==> src/rtl/dma_pkg.sv <==
// Shared widths, FSM state type and byte-lane helper for the DMA copy engine.
package dma_pkg;

  localparam int REG_DATA_WIDTH = 32;
  localparam int MEM_ADDR_WIDTH = 10;
  localparam int MEM_DATA_WIDTH = 32;
  localparam int MEM_STRB_WIDTH = 4;
  localparam int FIFO_BYTES     = 8;

  typedef enum logic [1:0] {
    IDLE = 2'd0,
    RUN  = 2'd1,
    DONE = 2'd2
  } dma_state_e;

  // cnt contiguous lanes starting at lane off; off + cnt never exceeds 4
  function automatic logic [3:0] lane_mask(input logic [1:0] off, input logic [2:0] cnt);
    logic [3:0] m;
    m = 4'((5'd1 << cnt) - 5'd1);
    return m << off;
  endfunction

endpackage

==> src/rtl/dma_byte_fifo.sv <==
// Byte-wide staging FIFO accepting and releasing 0..4 bytes per cycle.
module dma_byte_fifo
  import dma_pkg::*;
(
  input  logic        CLK,
  input  logic        RST,
  input  logic [2:0]  push_cnt,
  input  logic [31:0] push_data,
  input  logic [2:0]  pop_cnt,
  output logic [31:0] peek_data,
  output logic [3:0]  count
);

  localparam int PW = $clog2(FIFO_BYTES);
  localparam int CW = PW + 1;

  logic [7:0]    mem_q [FIFO_BYTES];
  logic [PW-1:0] rd_ptr_q, wr_ptr_q;
  logic [CW-1:0] count_q;

  always_ff @(posedge CLK) begin
    if (RST) begin
      rd_ptr_q <= '0;
      wr_ptr_q <= '0;
      count_q  <= '0;
    end else begin
      rd_ptr_q <= rd_ptr_q + PW'(pop_cnt);
      wr_ptr_q <= wr_ptr_q + PW'(push_cnt);
      count_q  <= count_q + CW'(push_cnt) - CW'(pop_cnt);
    end
  end

  // Storage needs no reset: occupancy alone decides which bytes are valid
  always_ff @(posedge CLK) begin
    for (int i = 0; i < 4; i++) begin
      if (PW'(i) < PW'(push_cnt) || push_cnt == 3'd4)
        mem_q[wr_ptr_q + PW'(i)] <= push_data[8*i +: 8];
    end
  end

  always_comb begin
    peek_data = '0;
    for (int i = 0; i < 4; i++)
      peek_data[8*i +: 8] = mem_q[rd_ptr_q + PW'(i)];
  end

  assign count = 4'(count_q);

endmodule

==> src/rtl/dma_copy_engine.sv <==
// Byte-granular SRAM-to-SRAM copy: word reads from mem0, realigned through a byte FIFO,
// lane-masked word writes to mem1.
//  state | meaning
//  IDLE  | waiting for start, config not held
//  RUN   | reader and writer active
//  DONE  | one-cycle completion pulse
module dma_copy_engine
  import dma_pkg::*;
(
  input  logic                      CLK,
  input  logic                      RST,
  input  logic                      start,
  input  logic [REG_DATA_WIDTH-1:0] src_addr,
  input  logic [REG_DATA_WIDTH-1:0] dst_addr,
  input  logic [REG_DATA_WIDTH-1:0] size,
  output logic                      busy,
  output logic                      done,
  output logic                      mem0_en,
  output logic [MEM_ADDR_WIDTH-1:0] mem0_addr,
  input  logic [MEM_DATA_WIDTH-1:0] mem0_rdata,
  output logic                      mem1_en,
  output logic [MEM_STRB_WIDTH-1:0] mem1_we,
  output logic [MEM_ADDR_WIDTH-1:0] mem1_addr,
  output logic [MEM_DATA_WIDTH-1:0] mem1_wdata
);

  dma_state_e state_q, state_d;
  logic [REG_DATA_WIDTH-1:0] rd_rem_q, rd_rem_d, wr_rem_q, wr_rem_d;
  logic [MEM_ADDR_WIDTH-1:0] rd_addr_q, rd_addr_d, wr_addr_q, wr_addr_d;
  logic       rd_first_q, rd_first_d, wr_first_q, wr_first_d;
  logic [1:0] src_off_q, src_off_d, dst_off_q, dst_off_d;
  logic [2:0] infl_cnt_q, infl_cnt_d;
  logic [1:0] infl_lane_q, infl_lane_d;

  logic [1:0]  rd_off, wr_off;
  logic [2:0]  rd_room, rd_bytes, wr_room, wr_chunk;
  logic        rd_go, wr_go;
  logic [3:0]  fifo_count, wr_mask;
  logic [4:0]  fifo_used;
  logic [31:0] fifo_peek, push_data, wr_shift, lane_bytes;
  logic        unused_addr_hi;

  assign unused_addr_hi = ^{src_addr[REG_DATA_WIDTH-1:MEM_ADDR_WIDTH+2],
                            dst_addr[REG_DATA_WIDTH-1:MEM_ADDR_WIDTH+2]};

  dma_byte_fifo u_fifo (
    .CLK       (CLK),
    .RST       (RST),
    .push_cnt  (infl_cnt_q),
    .push_data (push_data),
    .pop_cnt   (wr_go ? wr_chunk : 3'd0),
    .peek_data (fifo_peek),
    .count     (fifo_count)
  );

  always_comb begin
    rd_off    = rd_first_q ? src_off_q : 2'd0;
    rd_room   = 3'd4 - {1'b0, rd_off};
    rd_bytes  = (rd_rem_q < REG_DATA_WIDTH'(rd_room)) ? rd_rem_q[2:0] : rd_room;
    // In-flight bytes already own FIFO space, so the reader never overruns it
    fifo_used = {1'b0, fifo_count} + {2'b00, infl_cnt_q};
    rd_go     = (state_q == RUN) && (rd_rem_q != '0) && (fifo_used <= 5'(FIFO_BYTES - 4));

    wr_off    = wr_first_q ? dst_off_q : 2'd0;
    wr_room   = 3'd4 - {1'b0, wr_off};
    wr_chunk  = (wr_rem_q < REG_DATA_WIDTH'(wr_room)) ? wr_rem_q[2:0] : wr_room;
    wr_go     = (state_q == RUN) && (wr_rem_q != '0) && (fifo_count >= {1'b0, wr_chunk});
    wr_mask   = wr_go ? lane_mask(wr_off, wr_chunk) : 4'd0;
    wr_shift  = fifo_peek << {wr_off, 3'b000};

    lane_bytes = '0;
    for (int i = 0; i < MEM_STRB_WIDTH; i++)
      lane_bytes[8*i +: 8] = {8{wr_mask[i]}};

    push_data = mem0_rdata >> {infl_lane_q, 3'b000};
  end

  assign busy       = (state_q == RUN);
  assign done       = (state_q == DONE);
  assign mem0_en    = rd_go;
  assign mem0_addr  = rd_go ? rd_addr_q : '0;
  assign mem1_en    = wr_go;
  assign mem1_we    = wr_mask;
  assign mem1_addr  = wr_go ? wr_addr_q : '0;
  assign mem1_wdata = wr_shift & lane_bytes;

  always_comb begin
    state_d     = state_q;
    rd_rem_d    = rd_rem_q;
    wr_rem_d    = wr_rem_q;
    rd_addr_d   = rd_addr_q;
    wr_addr_d   = wr_addr_q;
    rd_first_d  = rd_first_q;
    wr_first_d  = wr_first_q;
    src_off_d   = src_off_q;
    dst_off_d   = dst_off_q;
    infl_cnt_d  = rd_go ? rd_bytes : 3'd0;
    infl_lane_d = rd_off;

    case (state_q)
      IDLE: begin
        if (start) begin
          rd_rem_d   = size;
          wr_rem_d   = size;
          rd_addr_d  = src_addr[MEM_ADDR_WIDTH+1:2];
          wr_addr_d  = dst_addr[MEM_ADDR_WIDTH+1:2];
          src_off_d  = src_addr[1:0];
          dst_off_d  = dst_addr[1:0];
          rd_first_d = 1'b1;
          wr_first_d = 1'b1;
          state_d    = (size == '0) ? DONE : RUN;
        end
      end
      RUN: begin
        if (rd_go) begin
          rd_rem_d   = rd_rem_q - REG_DATA_WIDTH'(rd_bytes);
          rd_addr_d  = rd_addr_q + 1'b1;
          rd_first_d = 1'b0;
        end
        if (wr_go) begin
          wr_rem_d   = wr_rem_q - REG_DATA_WIDTH'(wr_chunk);
          wr_addr_d  = wr_addr_q + 1'b1;
          wr_first_d = 1'b0;
          if (wr_rem_q == REG_DATA_WIDTH'(wr_chunk)) state_d = DONE;
        end
      end
      DONE:    state_d = IDLE;
      default: state_d = IDLE;
    endcase
  end

  always_ff @(posedge CLK) begin
    if (RST) begin
      state_q     <= IDLE;
      rd_rem_q    <= '0;
      wr_rem_q    <= '0;
      rd_addr_q   <= '0;
      wr_addr_q   <= '0;
      rd_first_q  <= 1'b0;
      wr_first_q  <= 1'b0;
      src_off_q   <= '0;
      dst_off_q   <= '0;
      infl_cnt_q  <= '0;
      infl_lane_q <= '0;
    end else begin
      state_q     <= state_d;
      rd_rem_q    <= rd_rem_d;
      wr_rem_q    <= wr_rem_d;
      rd_addr_q   <= rd_addr_d;
      wr_addr_q   <= wr_addr_d;
      rd_first_q  <= rd_first_d;
      wr_first_q  <= wr_first_d;
      src_off_q   <= src_off_d;
      dst_off_q   <= dst_off_d;
      infl_cnt_q  <= infl_cnt_d;
      infl_lane_q <= infl_lane_d;
    end
  end

endmodule
==> config.mk <==
export PLATFORM = sky130hd
export DESIGN_NAME = dma_copy_engine
export DESIGN_NICKNAME = d
export VERILOG_FILES = /design/src/rtl/dma_pkg.sv /design/src/rtl/dma_byte_fifo.sv /design/src/rtl/dma_copy_engine.sv
export SDC_FILE = /design/constraint.sdc
export NUM_CORES = 1
export LEC_CHECK = 0
export BUFFER_PORTS_ARGS = -buffer_cell sky130_fd_sc_hd__buf_4
export CAP_MARGIN = 30
export CORE_MARGIN = 10
export CORE_UTILIZATION = 25
export DETAILED_ROUTE_END_ITERATION = 6
export PLACE_DENSITY = 0.51
export RECOVER_POWER = 100
export SYNTH_ARGS = -nofsm -noshare
export SYNTH_HDL_FRONTEND = slang
export SYNTH_SLANG_ARGS = --single-unit
==> constraint.sdc <==
create_clock -name CLK -period 8 [get_ports CLK]
set_clock_uncertainty 0.1 [all_clocks]
set_input_delay 0.4 -clock CLK [delete_from_list [all_inputs] [get_ports CLK]]
set_output_delay 0.4 -clock CLK [all_outputs]
set_load 0.005 [all_outputs]
== Yosys cells after proc, flatten, opt, wreduce, memory -nomap -nowiden ==
Memory sizes are Yosys's and may differ from the RTL's. A register that Yosys moved wholly into a read port is not among the register bits.
Cells that the tools add are included.

* Add/sub/neg operators: 18
* Reduce and logical (&&, ||, !) cells: 18
* $lt $le $gt $ge: 8
* Shift-type cells: 4
* Bitwise operators: 2
* Mux-type cells: 38
* Equality and inequality tests: 8

{| class="wikitable"
|+ Operators with widths
! operator !! number
|-
| 32-bit one-hot mux with 2 select lines || 2
|-
| 32-bit 2-to-1 mux || 3
|-
| 32-bit by 3-bit < comparator with 1-bit output || 2
|-
| 32-bit nonzero test || 2
|-
| 32-bit by 3-bit subtractor with 32-bit output || 2
|-
| 10-bit 2-to-1 mux || 6
|-
| 10-bit one-hot mux with 2 select lines || 2
|-
| 32-bit bitwise AND || 1
|-
| 32-bit by 3-bit equality test with 1-bit output || 1
|-
| 32-bit logical NOT || 1
|-
| 32-bit by 5-bit << shifter with 32-bit output || 1
|-
| 32-bit by 5-bit >> shifter with 32-bit output || 1
|-
| 10-bit by 1-bit adder with 10-bit output, second input constant || 2
|-
| 3-bit by 2-bit adder with 3-bit output, second input constant || 4
|-
| 2-bit 2-to-1 mux || 6
|-
| 3-bit 2-to-1 mux || 4
|-
| 1-bit 2-to-1 mux || 11
|-
| 3-bit AND reduction || 3
|-
| 3-bit by 1-bit adder with 3-bit output, second input constant || 2
|-
| 3-bit adder || 2
|-
| 1-bit by 3-bit < comparator with 1-bit output, first input constant || 2
|-
| 2-bit by 3-bit < comparator with 1-bit output, first input constant || 2
|-
| 2-bit by 1-bit inequality test with 1-bit output, second input constant || 3
|-
| 3-bit by 2-bit subtractor with 3-bit output, first input constant || 2
|-
| other kinds (22) || 29
|}

* Memories kept: 1
* Bits of input ports: 131
* Register bits after elaboration: 107
* Output and inout bits: 60
* Word-level logic and storage cells: 111
* Memory bits (writable): 64

{| class="wikitable"
|+ Memory list
! name !! depth !! width !! rd ports !! clocked after memory_dff !! wr ports !! RTL line !! source
|-
| u_fifo.mem_q || 8 || 8 || 4 || 1 || 4 || dma_byte_fifo.sv:17 || <nowiki>logic [7:0] mem_q [FIFO_BYTES];</nowiki>
|}

== Logic depth before layout (Yosys ltp) ==
* Depth in word-level cells: 9
* Mapped depth: 27
* Depth with buffers taken out: 23

== Modules after synthesis ==
Synthesis repeated with hierarchy kept, for this count alone.

* Cell total of the unflattened synthesis: 1693
* Area, all modules: 13699.4 um^2

{| class="wikitable"
|+ Modules (own cells, without submodules)
! module !! area an instance (um^2) !! cells an instance !! sequential area each (um^2) !! instances
|-
| dma_copy_engine || 7584.8 || 1086 || 1941.9 || 1
|-
| dma_byte_fifo || 6114.6 || 607 || 2122.0 || 1
|}

== Worst setup path before layout ==
OpenSTA, ideal clock, no wires.

* Kind: register to register
* Start: register dst_off_q[1]
* End: register u_fifo.count_q[3] (netlist: u_fifo.count[3])
* Setup slack: 2173 ps
* Buffers on the path: 4
* Data required time: 7772 ps
* Arrival time: 5599 ps
* Setup time: 128 ps
* Clock period less this slack: 5827 ps
* Cell stages (with the launch flop): 26
* Cells stage by stage: dfxtp_1 clkbuf_1 and2_1 inv_2 buf_1 ha_1 xnor2_1 a21boi_0 o31a_1 o21ai_0 nand2_1 ha_1 nand2b_1 a21o_1 a211oi_1 or3_1 clkbuf_1 clkbuf_1 nor2_1 fa_1 inv_1 ha_1 a21o_1 a21oi_1 xnor2_1 nor2_1

* Longest elaborated chain between the ends: 8

{| class="wikitable"
|+ Ends and longest elaborated chain
! what !! RTL line !! source
|-
| start: declaration || dma_copy_engine.sv:31 || <nowiki>logic [1:0] src_off_q, src_off_d, dst_off_q, dst_off_d;</nowiki>
|-
| start signal: assignment || dma_copy_engine.sv:154 || <nowiki>dst_off_q <= dst_off_d;</nowiki>
|-
| 2-bit 2-to-1 mux * || dma_copy_engine.sv:64 || <nowiki>wr_off = wr_first_q ? dst_off_q : 2'd0;</nowiki>
|-
| 3-bit by 2-bit subtractor with 3-bit output * || dma_copy_engine.sv:65 || <nowiki>wr_room = 3'd4 - {1'b0, wr_off};</nowiki>
|-
| 32-bit by 3-bit < comparator with 1-bit output || dma_copy_engine.sv:66 || <nowiki>wr_chunk = (wr_rem_q < REG_DATA_WIDTH'(wr_room)) ? wr_rem_q[2:0] : wr_room;</nowiki>
|-
| 3-bit 2-to-1 mux * || dma_copy_engine.sv:66 ||
|-
| 4-bit by 3-bit >= comparator with 1-bit output || dma_copy_engine.sv:67 || <nowiki>wr_go = (state_q == RUN) && (wr_rem_q != '0) && (fifo_count >= {1'b0, wr_chunk});</nowiki>
|-
| 1-bit logical AND || dma_copy_engine.sv:67 ||
|-
| 3-bit 2-to-1 mux * || dma_copy_engine.sv:51 || <nowiki>.pop_cnt (wr_go ? wr_chunk : 3'd0),</nowiki>
|-
| 4-bit by 3-bit subtractor with 4-bit output * || dma_byte_fifo.sv:29 || <nowiki>count_q <= count_q + CW'(push_cnt) - CW'(pop_cnt);</nowiki>
|-
| end signal: assignment || dma_byte_fifo.sv:29 ||
|-
| end: declaration || dma_byte_fifo.sv:19 || <nowiki>logic [CW-1:0] count_q;</nowiki>
|}

Mark *: on every way between the ends. The rest lies on a longest branch, timed or not.
A chain may end at the register's enable or synchronous reset.

== Worst setup path in the final report ==
* Start: register wr_first_q
* End: output mem1_wdata[1]

* Longest elaborated chain between the ends: 9
* Elaborated cells on any way between the ends: 12
* Classes of those cells: add/sub: 2; order compare: 2; shift: 3; mux: 3; bitwise: 1; reduce/logical: 1

{| class="wikitable"
|+ Ends and longest elaborated chain
! what !! RTL line !! source
|-
| start: declaration || dma_copy_engine.sv:30 || <nowiki>logic rd_first_q, rd_first_d, wr_first_q, wr_first_d;</nowiki>
|-
| start signal: assignment || dma_copy_engine.sv:152 || <nowiki>wr_first_q <= wr_first_d;</nowiki>
|-
| 2-bit 2-to-1 mux * || dma_copy_engine.sv:64 ||
|-
| 3-bit by 2-bit subtractor with 3-bit output || dma_copy_engine.sv:65 ||
|-
| 32-bit by 3-bit < comparator with 1-bit output || dma_copy_engine.sv:66 ||
|-
| 3-bit 2-to-1 mux || dma_copy_engine.sv:66 ||
|-
| 1-bit by 3-bit << shifter with 4-bit output || dma_pkg.sv:19 || <nowiki>m = 4'((5'd1 << cnt) - 5'd1);</nowiki>
|-
| 4-bit by 1-bit subtractor with 4-bit output || dma_pkg.sv:19 ||
|-
| 4-bit by 2-bit << shifter with 4-bit output || dma_pkg.sv:20 || <nowiki>return m << off;</nowiki>
|-
| 4-bit 2-to-1 mux || dma_copy_engine.sv:68 || <nowiki>wr_mask = wr_go ? lane_mask(wr_off, wr_chunk) : 4'd0;</nowiki>
|-
| 32-bit bitwise AND * || dma_copy_engine.sv:85 || <nowiki>assign mem1_wdata = wr_shift & lane_bytes;</nowiki>
|-
| end: declaration || dma_copy_engine.sv:24 || <nowiki>output logic [MEM_DATA_WIDTH-1:0] mem1_wdata</nowiki>
|}

Marks and branches as above.

==> results.py <==
metrics = {
    "status": {
        "outcome": "complete, but fails checks",
        "violations": "max-capacitance violations, max-slew violations",
    },
    "cts": {
        "root_buffer": "clkbuf_16",
        "cts.path.max_buffers": 2,
        "clock_latency_ns": 0.45,
        "clkTransAtPathRegs_ns": 0.08,
        "cts_inserted_buffers": 17,
        "cts_tree": "built",
        "cts_sinks": 171,
        "h-tree-depth": 4,
    },
    "yosys": {
        "synth_area_mm2": 0.0139,
        "yosys-top-cells-area": "dfxtp_1, edfxtp_1, mux2i_1",
        "yosysUniqueCellTypes": 73,
        "synth_top_flop_cell": "dfxtp_1",
        "synth_top_area_share_pct": 15.4,
        "synthTopCellsByCount": "nand2_1, nor2_1, o21ai_0",
        "syn_nets": 1913,
        "yosysMostFrequentCell": "nand2_1",
        "synth-async-reset-ratio_pct": 0,
        "synth_edf_count": 64,
        "synth_warnings": 0,
        "ys_seq_area_share_pct": 29.3,
        "syn_avg_cell_area_um2": 7.95,
        "syn_inst": 1746,
        "synth.largest_area_cell": "dfxtp_1",
        "ys_seq_elements": 171,
    },
    "worst_setup_path": {
        "worst_r2r_endpoint": "u_fifo.count[3]",
        "critPathCaptureType": "primary output",
        "reg2regPathDepth": 22,
        "setup.worst_path.start_class": "flip-flop",
        "cp.required_ns": 7.50,
        "r2r_slack_ns": 1.01,
        "r2r_start": "wr_first_q",
        "worstPathArrival_ns": 6.97,
        "crit_fanout": 29,
        "path_class": "reg -> out",
    },
    "final_layout": {
        "multi_input_area_mm2": 0.00915,
        "nFillCells": 5881,
        "drive_gt1_share_pct": 14.3,
        "ff_latch_area_mm2": 0.00407,
        "final_core_util_pct": 29.7,
        "n_antenna_cell": 0,
        "nets": 1983,
        "area_delta_synth_final_pct": 17.6,
    },
    "routing": {
        "vias_per_cell": 5.41,
        "routed_wl_um": 50700,
        "postRouteAntennaNets": 0,
        "drc": 0,
        "wl_per_cell_um": 19.7,
        "vias": 13900,
        "drtPass1Iterations": 7,
        "drt-initial-drc-count": 1253,
    },
    "power": {
        "ir_drop_v": 0.000172,
        "power_leakage_uw": 0.00596,
        "swShare_pct": 41.7,
        "switching_power_uw": 1550,
        "fin_total_pwr_uw": 3730,
        "p_seq_share_pct": 31.7,
        "powerDensity_mw_per_mm2": 228,
        "clkPwrFrac_pct": 24.3,
        "comb_power_share_pct": 44.0,
        "internal_power_uw": 2170,
    },
    "floorplan": {
        "start_util_pct": 25.2,
        "core_mm2": 0.0550,
        "io_pins": 191,
        "die-width_um": 256,
        "dieHeight_um": 256,
        "rows": 86,
        "die_area_mm2": 0.0653,
    },
    "timing": {
        "rsz0062_at_grt": "no",
        "finalHoldViolCount": 0,
        "setup_ws_ns": 0.531,
        "finalSetupViolCount": 0,
        "fmax_ghz": 0.134,
        "worst_slew_pin_slew_ns": 3.04,
        "period_needed_ns": 7.47,
        "maxSlewHeadroom_pct": -103,
        "final.setup.tns_ns": 0,
        "post-route-period-util_pct": 93.4,
        "whs_ns": 0.127,
        "slew_viol_final": 339,
    },
    "global_route": {
        "grt_use_total_pct": 14.9,
        "grt_first_pass_wirelength_um": 79100,
        "grt_pass1_vias": 13300,
        "overflow": 0,
        "grt_max_degree": 79,
        "antenna_found_initial": 0,
    },
    "placement": {
        "dp_hpwl_um": 38200,
        "portBuffers": 150,
        "gp_congestion": 0.917,
        "pre_cts_ws_ns": 0.858,
    },
    "worst_hold_path": {
        "hold_end": "dst_off_q[1]",
        "hold_path.class": "in -> reg",
        "holdPathStages": 3,
        "hp-start": "dst_addr[1]",
    },
    "job": {
        "drv_cap": 7,
    },
}
routing by layer:
metal / vias to the layer above / routed length, µm / track usage [%]
met5: - / 0 / 0
met4: 0 / 1730 / 5.69
met3: 80 / 2600 / 2.34
met2: 477 / 24600 / 25.2
met1: 6744 / 21800 / 18.8
li1: 6636 / - / -
power groups by stage:
stage / Sequential [µW] / Combinational (µW) / Clock [µW]
detailed placement: 1200 / 1640 / 0
global placement: 1190 / 1610 / 0
CTS: 1180 / 1640 / 927
global route: 1200 / 1810 / 961
finish: 1180 / 1640 / 905
floorplan: 1140 / 1140 / 0
timing repair:
item / CTS / global route
endpoints found under the setup margin: 0 / 10
gates resized for setup: 0 / 1
buffers inserted: 0 / 0
hold buffers: 0 / 0
worst max-delay path by stage:
stage                      start         endpoint  cells past startpoint
floorplan           dst_off_q[1]  u_fifo.count[3]                     25
global placement      wr_first_q    mem1_wdata[2]                     20
detailed placement    wr_first_q    mem1_wdata[1]                     20
CTS                   wr_first_q    mem1_wdata[1]                     20
global route          wr_first_q    mem1_wdata[1]                     20
finish                wr_first_q    mem1_wdata[1]                     20
cell usage in the layout, fill, tap and decap left out, types with 20 or more instances in the layout:
master / count
a211oi_1: 29
a21oi_1: 129
buf_4: 129
clkbuf_1: 23
clkbuf_4: 35
dfxtp_1: 106
edfxtp_1: 64
ha_1: 29
inv_1: 41
mux2i_1: 126
mux4_2: 40
nand2_1: 210
nand3_1: 65
nor2_1: 166
nor3_1: 50
nor4_1: 22
o211ai_1: 24
o21ai_0: 156
o22ai_1: 20
or3_1: 23
kinds of logic (layout without fill, tap and decap cells):
family                     count (synthesis)  in the layout  share of synthesized area (%)
muxes                                    166            166                           15.6
xor gates and xnor gates                  19             19                           1.20
and+or+nand+nor                          655            655                           22.2
buffers and inverters                    185            268                           5.07
DFF                                      171            171                           29.3
AOI/OAI and AO/OA                        511            511                           22.9
adders and majority gates                 39             39                           3.84
worst max-delay path: stages (launching register included):
cell and delay, ns:
dfxtp_1 0.69, and2_0 0.20, buf_4 0.26, clkinv_1 0.52, ha_1 0.59, xnor2_1 0.33, a21boi_0 0.31, o31a_1 0.43
o21ai_0 0.20, nand2_1 0.14, ha_1 0.23, nand2b_1 0.14, a21o_1 0.17, a211oi_1 0.51, or3_1 0.22, buf_4 0.36
clkinvlp_4 0.45, nand3_1 0.19, or3_1 0.33, nor2_1 0.08, clkbuf_4 0.16
area by class of cell:
type	instances	share of cell area [%]
sequential	171	24.9
clock buffer	21	3.02
clock inverter	11	0.882
timing repair buffer	187	8.22
multi-input combinational	1390	56.1
inverter	49	1.15
tap	748	5.73
sequential cells by signal, indices dropped and copies added, names as in the netlist, 4 cells and up:
signal	count
rd_addr_q	10
wr_addr_q	10
u_fifo.mem_q	64
wr_rem_q	32
rd_rem_q	32
u_fifo.count	4
per-stage QoR:
step                      cells  cell area (µm²)
final                      2577            16300
after global routing       2577            16300
after CTS                  2576            16400
after detailed placement   2544            15800
after global placement     2543            15700
after floorplan            1746            13900
No activity file was read; power rests on OpenSTA's default activity.
